**src/rtl/ahb_intc.sv**
```systemverilog
`default_nettype none
//------------------------------------------------------------------------------
// ahb_intc - latching, masking, fixed-priority interrupt controller on the
// single-cycle register bus; presents one irq/irq_id to the CPU.   Rev 1.0
//------------------------------------------------------------------------------
module ahb_intc #(
  parameter int NSRC = 8
) (
  input  logic            HCLK,
  input  logic            HRESETn,
  input  logic            HSEL,
  input  logic [4:2]      HADDR,
  input  logic            HWRITE,
  input  logic [31:0]     HWDATA,
  output logic [31:0]     HRDATA,
  input  logic [NSRC-1:0] irq_src,
  input  logic            irq_ack,
  output logic            irq,
  output logic [2:0]      irq_id
);

  typedef enum logic [1:0] {
    IDLE    = 2'd0,
    REQ     = 2'd1,
    SERVICE = 2'd2
  } state_t;

  localparam logic [2:0] A_RAW     = 3'd0;
  localparam logic [2:0] A_PENDING = 3'd1;
  localparam logic [2:0] A_ENABLE  = 3'd2;
  localparam logic [2:0] A_EDGE    = 3'd3;
  localparam logic [2:0] A_ACTIVE  = 3'd4;
  localparam logic [2:0] A_EOI     = 3'd5;
  localparam logic [2:0] A_SWSET   = 3'd6;

  state_t          state, state_nxt;
  logic [NSRC-1:0] src_q, pending, enable, edge_sel;
  logic [NSRC-1:0] rise, set_term, clr_term, pending_nxt, eligible, id_onehot;
  logic            wr, eoi_wr, ack_clr, id_eligible;
  logic            irq_nxt, act_valid, act_valid_nxt;
  logic [2:0]      irq_id_nxt, act_id, act_id_nxt, lowest_id;
  logic [31:0]     rdata;
  logic            unused_hwdata;

  assign wr            = HSEL & HWRITE;
  assign eoi_wr        = wr && (HADDR == A_EOI);
  assign unused_hwdata = ^HWDATA[31:NSRC];

  assign rise     = irq_src & ~src_q;
  assign eligible = pending & enable;

  always_comb begin
    id_onehot = '0;
    lowest_id = '0;
    for (int i = 0; i < NSRC; i++) begin
      id_onehot[i] = (irq_id == 3'(i));
    end
    for (int i = NSRC - 1; i >= 0; i--) begin
      if (eligible[i]) lowest_id = 3'(i);
    end
  end

  assign id_eligible = |(eligible & id_onehot);

  // Set is applied after clear so a still-asserted source wins the same cycle.
  always_comb begin
    set_term = (edge_sel & rise) | (~edge_sel & irq_src);
    clr_term = ack_clr ? id_onehot : '0;
    if (wr && (HADDR == A_SWSET))   set_term = set_term | HWDATA[NSRC-1:0];
    if (wr && (HADDR == A_PENDING)) clr_term = clr_term | HWDATA[NSRC-1:0];
    pending_nxt = (pending & ~clr_term) | set_term;
  end

  always_ff @(posedge HCLK or negedge HRESETn) begin
    if (!HRESETn) begin
      src_q    <= '0;
      pending  <= '0;
      enable   <= '0;
      edge_sel <= '0;
    end else begin
      src_q   <= irq_src;
      pending <= pending_nxt;
      if (wr && (HADDR == A_ENABLE)) enable   <= HWDATA[NSRC-1:0];
      if (wr && (HADDR == A_EDGE))   edge_sel <= HWDATA[NSRC-1:0];
    end
  end

  // irq_id is captured on entry to REQ and held until the request resolves.
  always_comb begin
    state_nxt     = state;
    irq_nxt       = irq;
    irq_id_nxt    = irq_id;
    act_valid_nxt = act_valid;
    act_id_nxt    = act_id;
    ack_clr       = 1'b0;
    case (state)
      IDLE: begin
        if (|eligible) begin
          state_nxt  = REQ;
          irq_nxt    = 1'b1;
          irq_id_nxt = lowest_id;
        end
      end
      REQ: begin
        if (irq_ack) begin
          state_nxt     = SERVICE;
          irq_nxt       = 1'b0;
          ack_clr       = 1'b1;
          act_valid_nxt = 1'b1;
          act_id_nxt    = irq_id;
        end else if (!id_eligible) begin
          state_nxt = IDLE;
          irq_nxt   = 1'b0;
        end
      end
      SERVICE: begin
        irq_nxt = 1'b0;
        if (eoi_wr) begin
          state_nxt     = IDLE;
          act_valid_nxt = 1'b0;
          act_id_nxt    = '0;
        end
      end
      default: begin
        state_nxt = IDLE;
        irq_nxt   = 1'b0;
      end
    endcase
  end

  always_ff @(posedge HCLK or negedge HRESETn) begin
    if (!HRESETn) begin
      state     <= IDLE;
      irq       <= 1'b0;
      irq_id    <= '0;
      act_valid <= 1'b0;
      act_id    <= '0;
    end else begin
      state     <= state_nxt;
      irq       <= irq_nxt;
      irq_id    <= irq_id_nxt;
      act_valid <= act_valid_nxt;
      act_id    <= act_id_nxt;
    end
  end

  always_comb begin
    rdata = '0;
    case (HADDR)
      A_RAW:     rdata[NSRC-1:0] = irq_src;
      A_PENDING: rdata[NSRC-1:0] = pending;
      A_ENABLE:  rdata[NSRC-1:0] = enable;
      A_EDGE:    rdata[NSRC-1:0] = edge_sel;
      A_ACTIVE:  rdata = {act_valid, 28'd0, act_id};
      default:   rdata = '0;
    endcase
  end

  assign HRDATA = rdata;

endmodule
`default_nettype wire

```
**config.mk**
```make
export PLATFORM = sky130hd
export DESIGN_NAME = ahb_intc
export DESIGN_NICKNAME = d
export VERILOG_FILES = /design/src/rtl/ahb_intc.sv
export SDC_FILE = /design/constraint.sdc
export NUM_CORES = 1
export LEC_CHECK = 0
export ABC_CLOCK_PERIOD_IN_PS = 1400
export CORE_ASPECT_RATIO = 1.75
export CORE_MARGIN = 1
export CORE_UTILIZATION = 30
export CTS_CLUSTER_DIAMETER = 30
export CTS_CLUSTER_SIZE = 40
export DETAILED_ROUTE_END_ITERATION = 10
export SLEW_MARGIN = 20
export SYNTH_ARGS = -nofsm -noshare
export SYNTH_HDL_FRONTEND = slang
export SYNTH_SLANG_ARGS = --single-unit
```
**constraint.sdc**
```tcl
create_clock -name HCLK -period 1.4 [get_ports HCLK]
set_input_delay 0.14 -clock HCLK [delete_from_list [all_inputs] [get_ports HCLK]]
set_output_delay 0.14 -clock HCLK [all_outputs]
set_load 0.05 [all_outputs]
```
==> results <==
- The flow ran to the end, but the final reports show violations.
- The final reports fail on setup timing.
- The total wire length is 6950 µm.
- The wire length of the first global-routing pass is 10,900 µm.
- The pre-antenna-repair detailed-routing pass consisted of 4 iterations.
- The worst setup path is captured at an output port.
- The total half-perimeter wirelength after legalization and detailed placement is 4950 µm.
- Subtracting the final worst setup slack from the clock period gives 1.58 ns.
- Of all cell types, the one taking the most synthesized area is sky130_fd_sc_hd__dfrtp_1.
- The post-layout instance count excluding filler cells is 411.
- The worst-case register-to-register setup slack is -0.09 ns.
- Once placement finished, the instance area stood at 0.00305 mm².
- The number of max-cap violations is 0.
- For this run, design rule violations remaining after detail routing come to 0.
- The tightest min-delay check is of the in2async type.
- The area added between synthesis and finish is 58.1%.
- The number of antenna diodes in the final layout is 0.
- In the post-synthesis netlist, the biggest area contributors are sky130_fd_sc_hd__dfrtp_1 44%, sky130_fd_sc_hd__mux2_2 9.0%, sky130_fd_sc_hd__buf_4 7.9%, sky130_fd_sc_hd__mux4_2 4.7%, sky130_fd_sc_hd__a221o_1 3.8%.
- The synthesized design contains 42 register bits.
- The root buffer cell chosen for the clock tree is sky130_fd_sc_hd__clkbuf_16.
- The number of antenna violations at the first check in global routing is 0.
- The fraction of post-synthesis cell area in the top cell type by area is 0.441.
- After synthesis, the most frequently instantiated cells are 42 x sky130_fd_sc_hd__dfrtp_1, 25 x sky130_fd_sc_hd__buf_4, 20 x sky130_fd_sc_hd__nand2_1.
- The detailed-route vias per instance is 5.11.
- The effective utilization at floorplan is 0.313.
- The I/O pin total is 84.
- Setup repair after global routing could not meet its margin everywhere.
- The cell area after layout is 0.00377 mm².
- The startpoint of the worst-slack reg-to-reg timing path is pending[6]$_DFF_PN0_.
- The yosys synthesis warning count is 0.
- In this run the core area contains 42 standard-cell rows.
- The total global-route track usage is 0.173.
- The via count of the first global-routing pass came to 2,135.
- Clock tree synthesis inserted a total of 5 buffers.
- The hold violation count in the final report is 0.
- The power per standard cell area is 1630 mW/mm².
- The global route total overflow is 0.
- The post-route fraction of the period consumed by the critical path is 1.13.
- The maximum fanout along the worst path is 2.
- At the end of routability-driven placement, the weighted congestion stood at 0.869.
- The share of layout cells above drive strength 1 is 0.514.
- The sequential cell area fraction in the yosys report is 0.441.
- A synthesized cell averages 11.0 µm².
- The total count of max-transition violations in the final report came to 0.
- The analysis attributes to cell leakage a power of 1.66 nW.
- In the synthesized netlist the dominant register cell turns out to be sky130_fd_sc_hd__dfrtp_1.
- Of the total synthesized cell area, the portion taken by XOR and XNOR cells is 0.
- The compound-cell area share of the yosys netlist is 0.192.
- In this run, distinct cell masters in the synthesized netlist total 44.
- Of the total synthesized cell area, the portion taken by AND, OR, NAND and NOR gates is 0.129.
- The die is 69.4 µm wide.
- The height of the chip is 120 µm.
- The floorplan step defined a core boundary enclosing 0.00762 mm².
- The CTS sink count is 42.
- Entering global routing, the biggest net connects 30 pins.
- The tightest hold path in the finished design has a slack of 0.289 ns.
- In this run the deepest clock path goes through 2 buffers.
- TritonCTS built the clock tree.
- The count of input and output buffers is 36.
- Among all cell types in the netlist, the one instantiated most often is sky130_fd_sc_hd__dfrtp_1.
- The H-tree depth is 2.
- The routed layout has 2,101 vias.
- Derived from the worst setup path, the maximum achievable clock frequency is 631 MHz.
- STA classifies the critical path startpoint as a register.
- The count of nets left with antenna violations once routing finished came out at 0.
- Once routing completed, OpenROAD measured the worst setup slack at -0.184 ns.
- The portion of synthesized area spent on multiplexers is 0.142.
- Of the total synthesized cell area, the portion taken by full adders, half adders and majority gates is 0.
- The worst clock skew is 0.00611 ns.
- STA puts the critical path data arrival time at 1.44 ns.
- After detailed routing, the average wire length per cell comes to 16.9 µm.
- After synthesis, the largest family of logic cells by area is compound AO/OA/AOI/OAI gates.
- The worst flop-to-flop path endpoint is irq_id[0]$_DFFE_PN0P_.
- The classification of the worst setup path is reg2out.
- The clock edge transition at the registers on the reported setup and hold paths is 0.06 ns.
- The data required time of the worst path is 1.26 ns.
- Setup violations remaining at the end of the flow were counted as 16.
- For this block, the initial DRC count from the detailed router was 108.
- Counting flops with a built-in enable in the synthesized netlist gives 0.
- At the later pin of the worst-skew pair, clock insertion delay measures 0.29 ns.
- The share of flip-flops with an asynchronous set or reset is 1.00.
- The area of the mapped netlist is 0.00238 mm².
- The layout filler cell count is 658.
- The die covers 0.00832 mm².
- Synthesis produced 217 cells.
- The worst reg2reg path depth is 5.
- The net count of the finished layout is 370.
- The worst-case IR drop observed on VDD is 0.855 mV.
- The number of instances in the placed design is 371.
[flip-flops by register name, indices dropped and copies added, names as in the netlist]
| register | count |
|---|---|
| enable | 8 |
| src_q | 8 |
| edge_sel | 8 |
| state | 2 |
| irq_id | 3 |
| act_valid | 1 |
| irq | 1 |
| act_id | 3 |
| pending | 8 |
[worst max-delay path, stage by stage, from the launching register on]
cell	delay [ns]
sky130_fd_sc_hd__dfrtp_1	0.39
sky130_fd_sc_hd__mux4_2	0.47
sky130_fd_sc_hd__nor2b_4	0.14
sky130_fd_sc_hd__buf_6	0.15
[stage by stage]
step / power [mW] / setup WS [ns] / util / setup TNS [ns]
after floorplan: 3.34 / -0.278 / - / -1.73
after global placement: 4.16 / -0.401 / 0.401 / -11.86
after CTS: 5.90 / -0.185 / 0.473 / -1.52
after global routing: 6.44 / -0.221 / 0.495 / -2.41
final: 6.13 / -0.184 / 0.495 / -1.54
after detailed placement: 4.19 / -0.396 / 0.401 / -12.33
[cells in the final DEF (no fill, tap or decap), types with 3 or more instances in the layout]
cell / count
sky130_fd_sc_hd__a21oi_1: 11
sky130_fd_sc_hd__a21oi_2: 5
sky130_fd_sc_hd__a221o_1: 9
sky130_fd_sc_hd__a22oi_1: 3
sky130_fd_sc_hd__a22oi_2: 7
sky130_fd_sc_hd__buf_12: 6
sky130_fd_sc_hd__buf_4: 60
sky130_fd_sc_hd__buf_6: 15
sky130_fd_sc_hd__clkbuf_16: 5
sky130_fd_sc_hd__clkdlybuf4s50_1: 17
sky130_fd_sc_hd__conb_1: 23
sky130_fd_sc_hd__dfrtp_1: 34
sky130_fd_sc_hd__dfrtp_2: 8
sky130_fd_sc_hd__inv_1: 3
sky130_fd_sc_hd__mux2_2: 17
sky130_fd_sc_hd__mux4_2: 5
sky130_fd_sc_hd__nand2_1: 20
sky130_fd_sc_hd__nand2b_1: 3
sky130_fd_sc_hd__nor2_1: 7
sky130_fd_sc_hd__nor2_2: 4
sky130_fd_sc_hd__nor2b_4: 4
sky130_fd_sc_hd__o22ai_1: 3
sky130_fd_sc_hd__o31ai_4: 4
[what timing repair did]
| item | in CTS | in global routing |
|---|---|---|
| pin swaps | 9 | 11 |
| gates cloned | 1 | 0 |
| hold buffers | 1 | 0 |
| setup endpoints to repair | 31 | 32 |
| resized for setup | 49 | 28 |
| setup buffers | 24 | 7 |
| hold endpoints to repair | 13 | 0 |
[cell families (layout without fill, tap and decap cells)]
kind of cell,after synthesis,in the layout
AO/OA/AOI/OAI,60,60
AND/OR/NAND/NOR,56,56
flip-flops,42,42
buffers and inverters,33,117
multiplexers,25,25
other,1,23
[routing by layer]
layer | GRT usage | up-vias | share of wire
li1 | - | 978 | -
met1 | 0.185 | 1044 | 0.37
met2 | 0.316 | 66 | 0.56
met3 | 0.0243 | 13 | 0.039
met4 | 0.101 | 0 | 0.032
met5 | 0 | - | 0
[worst max path at each step]
stage	from	end	slack, ns	depth (start not counted)
after global routing	edge_sel[7]$_DFFE_PN0P_	HRDATA[7]	-0.22	3
after floorplan	HADDR[4]	HRDATA[0]	-0.28	4
after CTS	edge_sel[7]$_DFFE_PN0P_	HRDATA[7]	-0.19	3
after global placement	HADDR[2]	HRDATA[7]	-0.40	5
after detailed placement	HADDR[2]	HRDATA[2]	-0.40	6
final	enable[5]$_DFFE_PN0P_	HRDATA[5]	-0.18	3
[where the power goes]
part / switching (mW) / total, mW / internal, mW
clock: 0.470 / 1.18 / 0.707
combinational: 1.57 / 3.15 / 1.57
sequential: 0.301 / 1.81 / 1.51
[layout make-up]
class / instances / area (µm²) / area share
tap: 88 / 110 / 0.0292
clock inverter: 1 / 5.00 / 0.00133
inverter: 3 / 11.3 / 0.00299
clock buffer: 7 / 143 / 0.0378
sequential: 42 / 1060 / 0.282
timing repair buffer: 106 / 1010 / 0.267
multi-input combinational: 164 / 1430 / 0.380
Note: power is estimated with default switching activity, not from simulation.
==> variant 1: new RTL, config.mk and constraints unchanged <==
Re-encode `state_t` (3 states) as one-hot, 3 bits wide.
--- a/src/rtl/ahb_intc.sv
+++ b/src/rtl/ahb_intc.sv
@@ -20,8 +20,8 @@
 );
 
-  typedef enum logic [1:0] {
-    IDLE    = 2'd0,
-    REQ     = 2'd1,
-    SERVICE = 2'd2
+  typedef enum logic [2:0] {
+    IDLE    = 3'b001,
+    REQ     = 3'b010,
+    SERVICE = 3'b100
   } state_t;
 
Formal check against the unedited RTL: same outputs for any inputs over 4 cycles, from zero or initial values and one cycle with HRESETn low; so few cycles prove little.
==> variant 1 against the original RTL <==
The run still ends with negative setup slack left; first-iteration DRC count down 24%; setup slack worse by 0.057 ns; global-route usage up 0.25 points; synthesized cell count down 2.8%; combinational power down 11%; design area up 3.5%; sequential cell count up 1; register-to-register slack worse by 0.05 ns; wire length up 0.45%; total power down 1.6%; synthesized area up 0.68%; sequential power up 3%; highest routed layer unchanged.
==> variant 1: results (changes against the original RTL) <==
[cells_and_area]
num-multi-input-gates=158  ; was 164
drive_above_1_share=0.519  ; was 0.514
clkCellAreaFrac=0.0446  ; was 0.0392
buf_share=0.277  ; was 0.267
final_nets=365  ; was 370
clkbuf_count=6  ; was 7
seq_area_mm2=0.00108  ; was 0.00106 mm²
diodes=0  ; unchanged
multi_input_area_share=0.369  ; was 0.380
nFillCells=675  ; was 658
num-nonclk-inverters=3  ; unchanged
design.seq.count=43  ; was 42

[global_route]
grt_max_degree=27  ; was 30
track_usage=0.175  ; was 0.173
grt_pass1_wl_mm=11.0  ; was 10.9 mm
grt_pass1_vias=2206  ; was 2135
grt_antenna_before_repair=0  ; unchanged

[clock_tree]
clk_latency_ns=0.29  ; about the same
htreeDepth=2  ; unchanged
cts.clk_slew.worst_paths_ns=0.06  ; about the same
clockBufferDepth=2  ; unchanged
cts_root_buf=clkbuf_16  ; unchanged

[worst_setup_path]
end_kind=output port  ; unchanged
cp_slowest_cell=dfrtp_1  ; was mux4_2
cp_top_family=flip-flops  ; was multiplexers
max_stage_delay_ns=0.40  ; was 0.47 ns
arrival_ns=1.50  ; was 1.44 ns

[logic_synthesis]
synthArstFlopShare=1.00  ; unchanged
synthTopCellsByArea=dfrtp_1 44%, buf_4 7.2%, mux4_2 6.6%  ; was dfrtp_1 44%, mux2_2 9.0%, buf_4 7.9%
synth_cell_types=42  ; was 44
synth_warnings=0  ; unchanged
synth_common_cells=42 x dfrtp_1, 23 x buf_4, 21 x nand2_1  ; was 42 x dfrtp_1, 25 x buf_4, 20 x nand2_1
ys_seq_area_frac=0.449  ; was 0.441

[detailed_routing]
firstDrtPassIters=4  ; unchanged
drt_iter0_drc=82  ; was 108
viasPerCell=5.24  ; was 5.11
wirelength_mm=6.98  ; was 6.95 mm

[sta]
finalClockSkew_ns=0.00319  ; was 0.00611 ns
setup_viol=20  ; was 16
timing.final.ws_setup_ns=-0.240  ; was -0.184 ns
tns_ns=-2.12  ; was -1.54 ns

[placed_design]
dp_slack_ns=-0.429  ; was -0.396 ns
numPortBuffers=36  ; unchanged
gp_congestion=0.884  ; was 0.869
dp.final_hpwl_mm=4.97  ; was 4.95 mm

[run_status]
violations=negative setup slack  ; unchanged
status=finished, violations left  ; unchanged

[pwr]
leakage_nw=1.71  ; was 1.66 nW
ir_drop_mv=0.711  ; was 0.855 mV

==> variant 1: cell families after synthesis <==
| logic type | Yosys count | share of synthesized area |
|---|---|---|
| AOI/OAI and AO/OA | 55 | 0.177 |
| and+or+nand+nor | 54 | 0.130 |
| muxes | 26 | 0.155 |
| DFF | 43 | 0.449 |
| other | 1 | 0.00156 |
| buffers and inverters | 32 | 0.0876 |
==> variant 1: timing repair <==
action	CTS	global route
pin swaps	5	5
endpoints found under the hold margin	16	0
setup endpoints to repair	32	35
gates cloned	1	0
hold buffers	1	0
setup buffers	18	7
resized for setup	45	26
==> variant 1: per-layer routing <==
layer,global-route usage,share of wire
met1,0.173,0.34
met5,0,0
met4,0.131,0.068
met2,0.320,0.56
met3,0.0300,0.030
==> variant 1: final timing paths <==
check                                      start                     to  slack, ns  cells past startpoint
setup / recovery           enable[1]$_DFFE_PN0P_              HRDATA[1]      -0.24                      5
hold / removal                           HRESETn     src_q[6]$_DFF_PN0_       0.33                      2
setup reg to reg            state[0]$_DFFE_PN1P_        irq$_DFFE_PN0P_      -0.14                      4
hold reg to reg            act_valid$_DFFE_PN0P_  act_valid$_DFFE_PN0P_       0.48                      1
max in group asynchronous                HRESETn  enable[1]$_DFFE_PN0P_       0.59                      3
min in group HCLK                     irq_src[6]     src_q[6]$_DFF_PN0_       0.35                      1
==> variant 1: through the flow <==
stage | std cells | cell area (µm²)
after floorplan | 233 | 2530
after global placement | 372 | 3250
after detailed placement | 372 | 3250
after CTS | 400 | 3740
after global routing | 406 | 3900
final | 406 | 3900
==> variant 1: report_power, final <==
| part | internal [mW] | total [mW] | switching (mW) |
|---|---|---|---|
| Combinational | 1.48 | 2.81 | 1.33 |
| Clock | 0.886 | 1.36 | 0.473 |
| Sequential | 1.55 | 1.87 | 0.319 |
==> variant 2: new RTL, config.mk and constraints unchanged <==
Made on the original files. Change the parameter `NSRC` from 8 to 9.
--- a/src/rtl/ahb_intc.sv
+++ b/src/rtl/ahb_intc.sv
@@ -5,5 +5,5 @@
 //------------------------------------------------------------------------------
 module ahb_intc #(
-  parameter int NSRC = 8
+  parameter int NSRC = 9
 ) (
   input  logic            HCLK,
Interface: changed (resized irq_src); port bits go from 84 to 85. No check against the original RTL was run, so the function may have changed too.
==> variant 2 against the original RTL <==
The run still ends with negative setup slack left; design area rose by 10%; clock skew fell by 0.0019 ns; setup slack got worse by 0.025 ns; sequential cell count grew 4; synthesized area increased by 8.2%; cell count rose by 12%; sequential power rose by 5%; total power increased by 3.8%; combinational power up 4%; wire length increased by 9.1%.
==> variant 2: results (changes against the original RTL) <==
[placed_design]
numPortBuffers=39  ; was 36
gp_congestion=0.869  ; about the same
dp.final_hpwl_mm=5.21  ; was 4.95 mm
dp_slack_ns=-0.419  ; was -0.396 ns
placed_cell_area_mm2=0.00344  ; was 0.00305 mm²

[worst_setup_path]
r2r-start=enable[1]$_DFFE_PN0P_  ; was pending[6]$_DFF_PN0_
r2r_end=irq_id[1]$_DFFE_PN0P_  ; was irq_id[0]$_DFFE_PN0P_
rrSetupSlack_ns=-0.13  ; was -0.09 ns
cp_max_fo=2  ; unchanged
cp_top_family=flip-flops  ; was multiplexers
cp_slowest_cell=dfrtp_1  ; was mux4_2
arrival_ns=1.47  ; was 1.44 ns
max_stage_delay_ns=0.39  ; was 0.47 ns

[global_route]
use_met3=0.0299  ; was 0.0243
track_usage=0.177  ; was 0.173
met2_usage=0.321  ; was 0.316
grt_max_degree=47  ; was 30
grt_use_met1=0.192  ; was 0.185
grt_pass1_vias=2307  ; was 2135
grt_pass1_wl_mm=11.9  ; was 10.9 mm

[pwr]
ir_drop_mv=0.706  ; was 0.855 mV
leakage_nw=1.80  ; was 1.66 nW

[sta]
timing.final.ws_setup_ns=-0.209  ; was -0.184 ns
setup_viol=17  ; was 16
finalClockSkew_ns=0.00418  ; was 0.00611 ns

[detailed_routing]
drt-wirelength-per-cell_um=16.5  ; was 16.9 µm
drt_iter0_drc=124  ; was 108
vias=2255  ; was 2101

[run_status]
status=finished, violations left  ; unchanged
violations=negative setup slack  ; unchanged

[clock_tree]
htreeDepth=2  ; unchanged
numCtsBuffers=5  ; unchanged

[job]
drv_cap=0  ; unchanged

[logic_synthesis]
synthTopCellsByArea=dfrtp_1 45%, mux2_2 10%, buf_4 6.4%  ; was dfrtp_1 44%, mux2_2 9.0%, buf_4 7.9%
syn-cell-area_mm2=0.00258  ; was 0.00238 mm²
synth_common_cells=46 x dfrtp_1, 23 x mux2_2, 22 x buf_4, 22 x nand2_1  ; was 42 x dfrtp_1, 25 x buf_4, 20 x nand2_1
synth_cell_types=48  ; was 44
ys_seq_area_frac=0.446  ; was 0.441

[cells_and_area]
final_nets=392  ; was 370
drive_above_1_share=0.549  ; was 0.514
nFillCells=720  ; was 658

variant 2: changes by cell type in the layout (fill, tap and decap cells not counted), sizes merged, moves of 3 or more:
cell,before,now
a22o,0,6
o31ai,5,2
clkdlybuf4s50,17,21
a21boi,0,3
dfrtp,42,46
a31oi,0,3
buf,83,93
a21oi,16,6
mux2,20,23
variant 2: layout make-up:
type / count / area [µm²] / share of cell area
sequential: 46 / 1150 / 0.278
inverter: 2 / 7.51 / 0.00181
timing repair buffer: 118 / 1170 / 0.282
clock buffer: 5 / 125 / 0.0301
multi-input combinational: 170 / 1530 / 0.368
tap: 115 / 144 / 0.0347
clock inverter: 3 / 21.3 / 0.00512
variant 2: worst max path at each step:
stage | from | end | slack [ns] | cells after the start
final | enable[1]$_DFFE_PN0P_ | HRDATA[1] | -0.21 | 5
after CTS | enable[1]$_DFFE_PN0P_ | HRDATA[1] | -0.22 | 5
after detailed placement | HADDR[2] | HRDATA[0] | -0.42 | 6
after global routing | enable[1]$_DFFE_PN0P_ | HRDATA[1] | -0.27 | 5
after floorplan | irq_id[2]$_DFFE_PN0P_ | pending[1]$_DFF_PN0_ | -0.06 | 5
after global placement | HADDR[2] | HRDATA[0] | -0.41 | 6
variant 2: power by group:
| group | total (mW) | switching, mW | internal (mW) |
|---|---|---|---|
| Sequential | 1.90 | 0.268 | 1.64 |
| Clock | 1.19 | 0.529 | 0.661 |
| Combinational | 3.27 | 1.57 | 1.70 |
variant 2: per-stage QoR:
step | hold slack (ns) | cells | setup TNS, ns
3_5_place_dp | 0.145 | 414 | -12.60
3_3_place_gp | 0.136 | 414 | -11.88
4_1_cts | 0.346 | 450 | -1.88
5_1_grt | 0.339 | 459 | -2.93
2_1_floorplan | -0.156 | 248 | -0.114
6_report | 0.346 | 459 | -1.90
variant 2: worst reg2reg max path: stages (launching register included):
cell and delay [ns]:
dfrtp_1 0.39, buf_4 0.14, a22oi_2 0.17, nand4_1 0.18, o21ai_2 0.23, mux2_4 0.32
variant 2: logic make-up (layout without fill, tap and decap cells):
logic type | Yosys count | count (layout) | synth area share
AND/OR/NAND/NOR | 61 | 61 | 0.140
flip-flops | 46 | 46 | 0.446
AO/OA/AOI/OAI | 58 | 58 | 0.174
multiplexers | 29 | 29 | 0.153
buffers and inverters | 32 | 128 | 0.0849
other | 1 | 22 | 0.00145
variant 2: what timing repair did:
action / CTS / global route
cloned: 1 / 0
hold buffers: 1 / 0
endpoints found under the setup margin: 24 / 24
hold endpoints to repair: 46 / 0
gates resized for setup: 51 / 19
buffers inserted: 26 / 11
pin swaps: 16 / 17
variant 2: layer usage:
metal  vias up  routed length [µm]
met3        18                 214
met2        58                4290
li1       1047                   -
met4         0                 256
met5         -                   0
met1      1132                2820
